[src/rtl/axis_snoop_pkg.sv]
// Shared types and helpers for the snoop-FIFO packet arbiter.
package axis_snoop_pkg;

   typedef enum logic {IDLE, PKT} snoop_arb_state_t;

   function automatic int ch_width(input int n);
      return (n > 1) ? $clog2(n) : 1;
   endfunction

   // Increment that sticks at the all-ones value of a w-bit counter.
   function automatic logic [63:0] sat_inc(input logic [63:0] v, input int unsigned w);
      logic [63:0] max_v;
      max_v = (w >= 64) ? '1 : ((64'd1 << w) - 64'd1);
      return (v >= max_v) ? v : v + 64'd1;
   endfunction

endpackage

[src/rtl/snoop_rr_pick.sv]
// Combinational round-robin picker: first requester at or after rr_ptr, wrapping.
module snoop_rr_pick #(
   parameter int NUM_CH = 4,
   parameter int CH_W   = 2
) (
   input  logic [NUM_CH-1:0] req,
   input  logic [CH_W-1:0]   rr_ptr,
   output logic [CH_W-1:0]   grant,
   output logic              any_req
);

   localparam logic [CH_W:0] NUM_CH_L = (CH_W+1)'(NUM_CH);

   logic [2*NUM_CH-1:0] req_dbl;
   logic [NUM_CH-1:0]   req_rot;
   logic [CH_W-1:0]     offset;
   logic                found;
   logic [CH_W:0]       sum;

   always_comb begin
      req_dbl = {req, req} >> rr_ptr;
      req_rot = req_dbl[NUM_CH-1:0];
      offset  = '0;
      found   = 1'b0;
      for (int unsigned i = 0; i < NUM_CH; i++) begin
         if (req_rot[i] && !found) begin
            offset = CH_W'(i);
            found  = 1'b1;
         end
      end
      sum = {1'b0, rr_ptr} + {1'b0, offset};
      if (sum >= NUM_CH_L) begin
         sum = sum - NUM_CH_L;
      end
      grant   = sum[CH_W-1:0];
      any_req = |req;
   end

endmodule

[src/rtl/axis_snoop_arbiter.sv]
// Packet-granular round-robin merge of NUM_CH snoop-FIFO AXIS streams into one,
// tagging each beat with its source channel and counting forwarded packets.
module axis_snoop_arbiter
   import axis_snoop_pkg::*;
#(
   parameter int  PORT_WIDTH = 8,
   parameter int  NUM_CH     = 4,
   parameter int  CNT_WIDTH  = 32,
   localparam int CH_W       = ch_width(NUM_CH)
) (
   input  logic                         AXIS_ACLK,
   input  logic                         AXIS_ARESETN,
   input  logic [NUM_CH-1:0]            S_AXIS_TVALID,
   output logic [NUM_CH-1:0]            S_AXIS_TREADY,
   input  logic [NUM_CH*PORT_WIDTH-1:0] S_AXIS_TDATA,
   input  logic [NUM_CH-1:0]            S_AXIS_TLAST,
   output logic                         M_AXIS_TVALID,
   input  logic                         M_AXIS_TREADY,
   output logic [PORT_WIDTH-1:0]        M_AXIS_TDATA,
   output logic                         M_AXIS_TLAST,
   output logic [CH_W-1:0]              M_AXIS_TDEST,
   output logic [NUM_CH*CNT_WIDTH-1:0]  PKT_CNT
);

   localparam logic [CH_W-1:0] LAST_CH = CH_W'(NUM_CH - 1);

   snoop_arb_state_t state_q, state_d;
   logic [CH_W-1:0]       grant_q, grant_d;
   logic [CH_W-1:0]       rr_ptr_q, rr_ptr_d;
   logic [CH_W-1:0]       pick;
   logic                  any_req;
   logic                  out_valid_q, out_valid_d;
   logic [PORT_WIDTH-1:0] out_data_q, out_data_d;
   logic                  out_last_q, out_last_d;
   logic [CH_W-1:0]       out_dest_q, out_dest_d;
   logic [CNT_WIDTH-1:0]  cnt_q [NUM_CH];
   logic [CNT_WIDTH-1:0]  cnt_d [NUM_CH];
   logic [63:0]           cnt_inc;
   logic [NUM_CH-1:0]     s_ready;
   logic                  accept;
   logic                  accept_last;

   snoop_rr_pick #(
      .NUM_CH (NUM_CH),
      .CH_W   (CH_W)
   ) u_pick (
      .req     (S_AXIS_TVALID),
      .rr_ptr  (rr_ptr_q),
      .grant   (pick),
      .any_req (any_req)
   );

   always_ff @(posedge AXIS_ACLK or negedge AXIS_ARESETN) begin
      if (!AXIS_ARESETN) begin
         state_q     <= IDLE;
         grant_q     <= '0;
         rr_ptr_q    <= '0;
         out_valid_q <= 1'b0;
         out_data_q  <= '0;
         out_last_q  <= 1'b0;
         out_dest_q  <= '0;
         for (int unsigned i = 0; i < NUM_CH; i++) begin
            cnt_q[i] <= '0;
         end
      end else begin
         state_q     <= state_d;
         grant_q     <= grant_d;
         rr_ptr_q    <= rr_ptr_d;
         out_valid_q <= out_valid_d;
         out_data_q  <= out_data_d;
         out_last_q  <= out_last_d;
         out_dest_q  <= out_dest_d;
         for (int unsigned i = 0; i < NUM_CH; i++) begin
            cnt_q[i] <= cnt_d[i];
         end
      end
   end

   // Grant is locked until the TLAST beat; valid gaps on the granted channel do not release it.
   always_comb begin
      state_d  = state_q;
      grant_d  = grant_q;
      rr_ptr_d = rr_ptr_q;
      case (state_q)
         IDLE: begin
            if (any_req) begin
               state_d = PKT;
               grant_d = pick;
            end
         end
         PKT: begin
            if (accept_last) begin
               state_d  = IDLE;
               rr_ptr_d = (grant_q == LAST_CH) ? '0 : grant_q + CH_W'(1);
            end
         end
         default: state_d = IDLE;
      endcase
   end

   always_comb begin
      s_ready = '0;
      if (state_q == PKT) begin
         s_ready[grant_q] = ~out_valid_q | M_AXIS_TREADY;
      end
      accept      = S_AXIS_TVALID[grant_q] & s_ready[grant_q];
      accept_last = accept & S_AXIS_TLAST[grant_q];

      out_valid_d = out_valid_q;
      out_data_d  = out_data_q;
      out_last_d  = out_last_q;
      out_dest_d  = out_dest_q;
      if (accept) begin
         out_valid_d = 1'b1;
         out_data_d  = S_AXIS_TDATA[grant_q*PORT_WIDTH +: PORT_WIDTH];
         out_last_d  = S_AXIS_TLAST[grant_q];
         out_dest_d  = grant_q;
      end else if (M_AXIS_TREADY) begin
         out_valid_d = 1'b0;
      end

      for (int unsigned i = 0; i < NUM_CH; i++) begin
         cnt_d[i] = cnt_q[i];
      end
      cnt_inc = sat_inc(64'(cnt_q[grant_q]), CNT_WIDTH);
      if (accept_last) begin
         cnt_d[grant_q] = cnt_inc[CNT_WIDTH-1:0];
      end
   end

   always_comb begin
      S_AXIS_TREADY = s_ready;
      M_AXIS_TVALID = out_valid_q;
      M_AXIS_TDATA  = out_data_q;
      M_AXIS_TLAST  = out_last_q;
      M_AXIS_TDEST  = out_dest_q;
      for (int unsigned i = 0; i < NUM_CH; i++) begin
         PKT_CNT[i*CNT_WIDTH +: CNT_WIDTH] = cnt_q[i];
      end
   end

endmodule

[config.mk]
export PLATFORM = sky130hd
export DESIGN_NAME = axis_snoop_arbiter
export DESIGN_NICKNAME = d
export VERILOG_FILES = /design/src/rtl/axis_snoop_pkg.sv /design/src/rtl/snoop_rr_pick.sv /design/src/rtl/axis_snoop_arbiter.sv
export SDC_FILE = /design/constraint.sdc
export NUM_CORES = 1
export LEC_CHECK = 0
export BUFFER_PORTS_ARGS = -buffer_cell sky130_fd_sc_hd__buf_2
export CAP_MARGIN = 25
export CORE_ASPECT_RATIO = 0.7
export CORE_MARGIN = 2
export CORE_UTILIZATION = 59
export DETAILED_ROUTE_END_ITERATION = 16
export PLACE_DENSITY = 0.91
export SLEW_MARGIN = 20
export SYNTH_ARGS = -nofsm -noshare
export SYNTH_HDL_FRONTEND = slang
export SYNTH_SLANG_ARGS = --single-unit
[constraint.sdc]
create_clock -name AXIS_ACLK -period 5.79 [get_ports AXIS_ACLK]
set_input_delay 0.579 -clock AXIS_ACLK [delete_from_list [all_inputs] [get_ports AXIS_ACLK]]
set_output_delay 0.579 -clock AXIS_ACLK [all_outputs]
set_load 0.005 [all_outputs]
* Word level (Yosys, flattened, before mapping)
Cells that the tools add are included.
** Word-level totals
- Bits in registers :: 145
- Input port bits :: 43
- Output and inout bits :: 144
- Word-level logic and storage cells :: 72
** Operators by class
- Add/subtract/negate cells :: 4
- Order comparisons :: 6
- Equality and inequality tests :: 1
- Shift-type cells :: 2
- Multiplexer cells :: 29
- Bitwise gates (word level) :: 7
- Reduce and logical (&&, ||, !) cells :: 12
** Operators by type and width (number)
- $bwmux W128 :: 1
- $mux W32 :: 4
- $bmux W32 S2 :: 1
- $demux W32 S2 :: 1
- $add A32 B1 Y32 const B :: 1
- $ge A32 B32 Y1 const B :: 1
- $shiftx A32 B6 Y8 :: 1
- $mux W1 :: 12
- $mux W2 :: 4
- $shr A8 B2 Y4 :: 1
- $bmux W1 S2 :: 3
- $ge A3 B3 Y1 const B :: 2
- $logic_and A1 B1 Y1 :: 5
- $and A4 B4 Y4 :: 1
- $mux W4 :: 1
- $reduce_and A2 Y1 :: 2
- $reduce_or A4 Y1 :: 1
- $add A2 B2 Y3 :: 1
- $logic_not A1 Y1 :: 3
- $lt A2 B3 Y1 const B :: 1
- $lt A3 B1 Y1 const B :: 1
- $not A2 Y3 :: 1
- $add A2 B1 Y2 const B :: 1
- $and A1 B1 Y1 :: 2
- 8 further kinds :: 9

* Longest topological paths before layout
- Depth in word-level cells :: 14
- Mapped depth :: 15
- Depth with buffers taken out :: 9

* Modules after synthesis
A second synthesis with hierarchy kept.
** Unflattened totals
- Cell total of the unflattened synthesis :: 706
- Area, all modules :: 8160.3 µm²
** By module, submodules not included
- axis_snoop_arbiter :: times used 1, cells an instance 679, area each 7965.1 µm², seq. area each 3628.5 µm²
- snoop_rr_pick :: times used 1, cells an instance 27, area each 195.2 µm², seq. area each 0.0 µm²

* Worst setup path after synthesis
Ideal clock, no wire load.
- Path type :: reg-to-reg
- Start point :: reg grant_q[0]
- End point :: reg cnt_q (netlist bit PKT_CNT[6])
- Setup time :: 0.069 ns
- Arrival time :: 3.286 ns
- Data required time :: 5.721 ns
- Setup slack :: 2.436 ns
- Cell stages (with the launch flop) :: 15
- Buffers on the path :: 7
- Period minus slack after synthesis :: 3.354 ns
- Path through :: dfrtp_1 buf_6 buf_12 buf_12 buf_12 mux4_2 ha_1 and2_1 and4_1 buf_2 and3_1 buf_2 buf_6 or4_1 nand3_1
** Between the ends
- Longest elaborated chain between the ends :: 10
- Elaborated cells between the ends (all ways) :: 28
- Classes of those cells :: add/sub (1); order compare (5); mux (16); bitwise (4); reduce/logical (2)
** RTL lines
- from (decl) :: line axis_snoop_arbiter.sv:28 : logic [CH_W-1:0] grant_q, grant_d;
- from (signal assigned) :: line axis_snoop_arbiter.sv:67 : grant_q <= grant_d;
- parallel branches: the longest is 10 deep, another holds $add A32 B1 Y32
- to (signal, indexed assignment) :: line axis_snoop_arbiter.sv:74 : cnt_q[i] <= cnt_d[i];
- to (decl) :: line axis_snoop_arbiter.sv:36 : logic [CNT_WIDTH-1:0] cnt_q [NUM_CH];
Parallel ways; which one is timed is not known. The select of a mux whose other input is x is not followed.
A chain may end at the register's enable or synchronous reset.

* Worst setup path after layout
- Start point :: reg grant_q[0]
- End point :: reg cnt_q (netlist bit PKT_CNT[65])
Same word-level chain as after synthesis.

==> impl_metrics.json <==
{
  "grt_start_max_net_pins": 97,
  "setup.worst_path.end_class": "register",
  "critPathMaxFanout": 26,
  "dr_total_vias": 7522,
  "rsz0062_at_grt": "false",
  "total_net_switching_power_uw": 1070,
  "tritoncts": "yes",
  "timing.critical_path.slowest_cell_delay_ps": 830,
  "yosysUniqueCellTypes": 58,
  "maxSlewHeadroom_pct": 41.2,
  "syn-cell-area_um2": 8450,
  "area_growth_from_synthesis_to_layout_pct": 18.1,
  "worst-endpoint-arrival_ps": 4570,
  "synth_seq_cells": 145,
  "series_of_cell_instances_along_the_critical_path": "buf_4 > mux4_1 > nand4_1 > nor4_4 > and3_1 > mux2i_1 > o21ai_0",
  "worstPathRequired_ps": 6070,
  "cts_repair_resize_count": 0,
  "setup.worst_path.start_class": "register",
  "fillers": 945,
  "dpl.cell_count": 1128,
  "globalRouteTotalUtil_pct": 31.4,
  "drt.antenna.violating_nets": 0,
  "achievable-frequency_ghz": 0.233,
  "start_util_pct": 60.5,
  "io_pins": 187,
  "cap_violations": 0,
  "wl_per_cell_um": 20.4,
  "p_int_uw": 2220,
  "cts_hold_buffers": 0,
  "rows": 36,
  "drive_above_1_share_pct": 31.9,
  "final-max-slew-violation-count": 0,
  "r2r_start": "grant_q[0]",
  "worst_path_max_delay_cell": "sky130_fd_sc_hd__nor4_4",
  "numCtsBuffers": 17,
  "root_buffer": "sky130_fd_sc_hd__clkbuf_16",
  "post_synth_inst_count": 804,
  "cts_max_path_buffers": 2,
  "max_slew.worst_pin.slew_ps": 875,
  "sw_frac_of_total_pct": 32.5,
  "worst-r2r-setup-slack_ps": 1500,
  "finalHoldWorstSlack_ps": 215,
  "cts_setup_buffers": 0,
  "vias_per_cell": 6.48,
  "port_buffers": 186,
  "leakagePower_uw": 0.00482,
  "fin_cells": 1160,
  "insertion_delay_ps": 430,
  "antenna_found_initial": 0,
  "seqPwrFrac_pct": 38.5,
  "synthArstFlopShare_pct": 100,
  "fp.dieW_um": 147,
  "totalNegativeSetupSlack_ps": 0,
  "place_congestion": 0.907,
  "hold_path_class": "in2async",
  "syn_nets": 853,
  "first_global_vias": 7136,
  "final_period_minus_worst_setup_slack_ps": 4290,
  "layout.core_utilization_pct": 71.5,
  "detailed_place_hpwl_um": 16000,
  "fp.coreArea_um2": 14000,
  "clk_pin_slew_ps": 60,
  "drtIter0Drc": 905,
  "timing_hold_violations_final": 0,
  "detailedRoute.firstPassIterationCount": 7,
  "postSynth.topFlopCell": "sky130_fd_sc_hd__dfrtp_1",
  "die-height_um": 104,
  "timing.final.crit_share_pct": 74.1,
  "design.die.area_um2": 15300,
  "power_per_cell_area_nw_per_um2": 329,
  "final_net_count": 1006,
  "global_route.overflow_total": 0,
  "power.combinational.fraction_pct": 26.7,
  "grt_first_pass_wirelength_um": 37700,
  "total_wirelength_of_the_detailed_routed_design_um": 23700,
  "synth-warning-count": 0,
  "outcome": "finished clean",
  "cts_num_sinks": 145,
  "number_of_enable_flip_flop_cells_after_synthesis": 0,
  "worst_reg_to_reg_cells": 7,
  "report.power.total_uw": 3290,
  "synth_sequential_area_ratio_pct": 43.0,
  "crit_type": "reg2reg",
  "remaining_drc_errors": 0,
  "postSynthAreaPerCell_um2": 10.5,
  "power.ir.vdd_worst_mv": 0.209,
  "cts_max_level": 4,
  "antenna_cells_inserted": 0,
  "finalSetupViolCount": 0,
  "regToRegEndpoint": "PKT_CNT[65]",
  "power_frac_clock_pct": 34.8,
  "clock-skew-final_ps": 8.48
}
==> through the flow <==
step                      setup slack (ps)  area, µm²
after floorplan                       2440       8450
after global placement                1680       9270
after detailed placement              1570       9370
after CTS                             1550       9970
after global routing                  1270       9980
final                                 1500       9980
==> worst max-delay path by stage <==
stage          startpoint     endpoint  slack (ps)  depth (start not counted)
5_1_grt        grant_q[0]  PKT_CNT[65]        1270                          7
4_1_cts        grant_q[0]  PKT_CNT[65]        1550                          7
6_report       grant_q[0]  PKT_CNT[65]        1500                          7
3_3_place_gp   grant_q[0]  PKT_CNT[33]        1680                          7
2_1_floorplan  grant_q[0]   PKT_CNT[6]        2440                         14
3_5_place_dp   grant_q[0]  PKT_CNT[65]        1570                          7
==> routing by layer <==
metal	share of wire (%)	global-route usage, %
met1	40	44.3
met2	45	47.9
met3	11	7.24
met4	2.9	11.7
met5	0	0
==> critical path, delay by kind of cell (launching register included) <==
kind	cells	cell delay, ps
and+or+nand+nor	3	1910
muxes	2	830
DFF	1	770
buffers and inverters	1	460
AOI/OAI and AO/OA	1	150
==> Yosys cell counts, types with 12 or more instances <==
library cell,instances,area [µm²]
sky130_fd_sc_hd__nand4_1,19,119
sky130_fd_sc_hd__dfrtp_1,145,3630
sky130_fd_sc_hd__or4_1,15,113
sky130_fd_sc_hd__nand3_1,32,160
sky130_fd_sc_hd__a21oi_1,22,110
sky130_fd_sc_hd__o21ai_0,63,315
sky130_fd_sc_hd__o211ai_1,12,90.1
sky130_fd_sc_hd__and2_1,14,87.6
sky130_fd_sc_hd__nand2_1,129,484
sky130_fd_sc_hd__and3_1,16,100
sky130_fd_sc_hd__nor2_1,57,214
sky130_fd_sc_hd__clkbuf_1,28,105
sky130_fd_sc_hd__xnor2_1,12,105
sky130_fd_sc_hd__mux2i_1,29,290
sky130_fd_sc_hd__mux4_1,16,420
sky130_fd_sc_hd__mux4_2,25,563
sky130_fd_sc_hd__mux2_2,41,462
==> kinds of logic after synthesis <==
kind of cell / synth area share [%]
mux: 20.7
buf+inv: 5.17
xor+xnor: 1.87
compound gates: 10.4
simple gates: 18.0
fa+ha+maj: 0.889
flops: 43.0
==> final cells by class <==
class / count / area (µm²) / share of cell area [%]
Multi-Input combinational cell: 590 / 4410 / 44.2
Sequential cell: 145 / 3630 / 36.4
Timing Repair Buffer: 194 / 1060 / 10.6
Clock buffer: 18 / 429 / 4.30
Tap cell: 190 / 238 / 2.38
Clock inverter: 14 / 178 / 1.78
Inverter: 9 / 33.8 / 0.339
==> registers in the layout (all words and copies together) (netlist names) <==
signal,flops
PKT_CNT,128
M_AXIS_TDATA,8
M_AXIS_TDEST,2
grant_q,2
rr_ptr_q,2
M_AXIS_TLAST,1
M_AXIS_TVALID,1
state_q,1
==> power by group through the flow <==
| stage | registers (µW) | logic [µW] | clock network (µW) |
|---|---|---|---|
| 2_1_floorplan | 1200 | 703 | 0 |
| 3_3_place_gp | 1270 | 817 | 0 |
| 3_5_place_dp | 1280 | 861 | 0 |
| 4_1_cts | 1270 | 874 | 1150 |
| 5_1_grt | 1280 | 958 | 1190 |
| 6_report | 1270 | 877 | 1150 |
==> placed cells by master (no fill, tap or decap), drive strengths merged, types with 6 or more instances in the layout <==
cell,Yosys,layout
buf,29,194
dfrtp,145,145
nand2,129,129
o21ai,68,68
nor2,57,57
mux2,42,42
mux4,41,41
nand3,32,32
mux2i,29,29
a21oi,22,22
nand4,19,19
clkbuf,29,18
and3,16,16
or4,16,16
and2,14,14
xnor2,12,12
o211ai,12,12
inv,8,12
nor3,11,11
a31oi,11,11
and4,6,6
xor2,6,6
ha,6,6
a2111oi,6,6
a311oi,6,6
No activity file was read; power rests on OpenSTA's default activity.
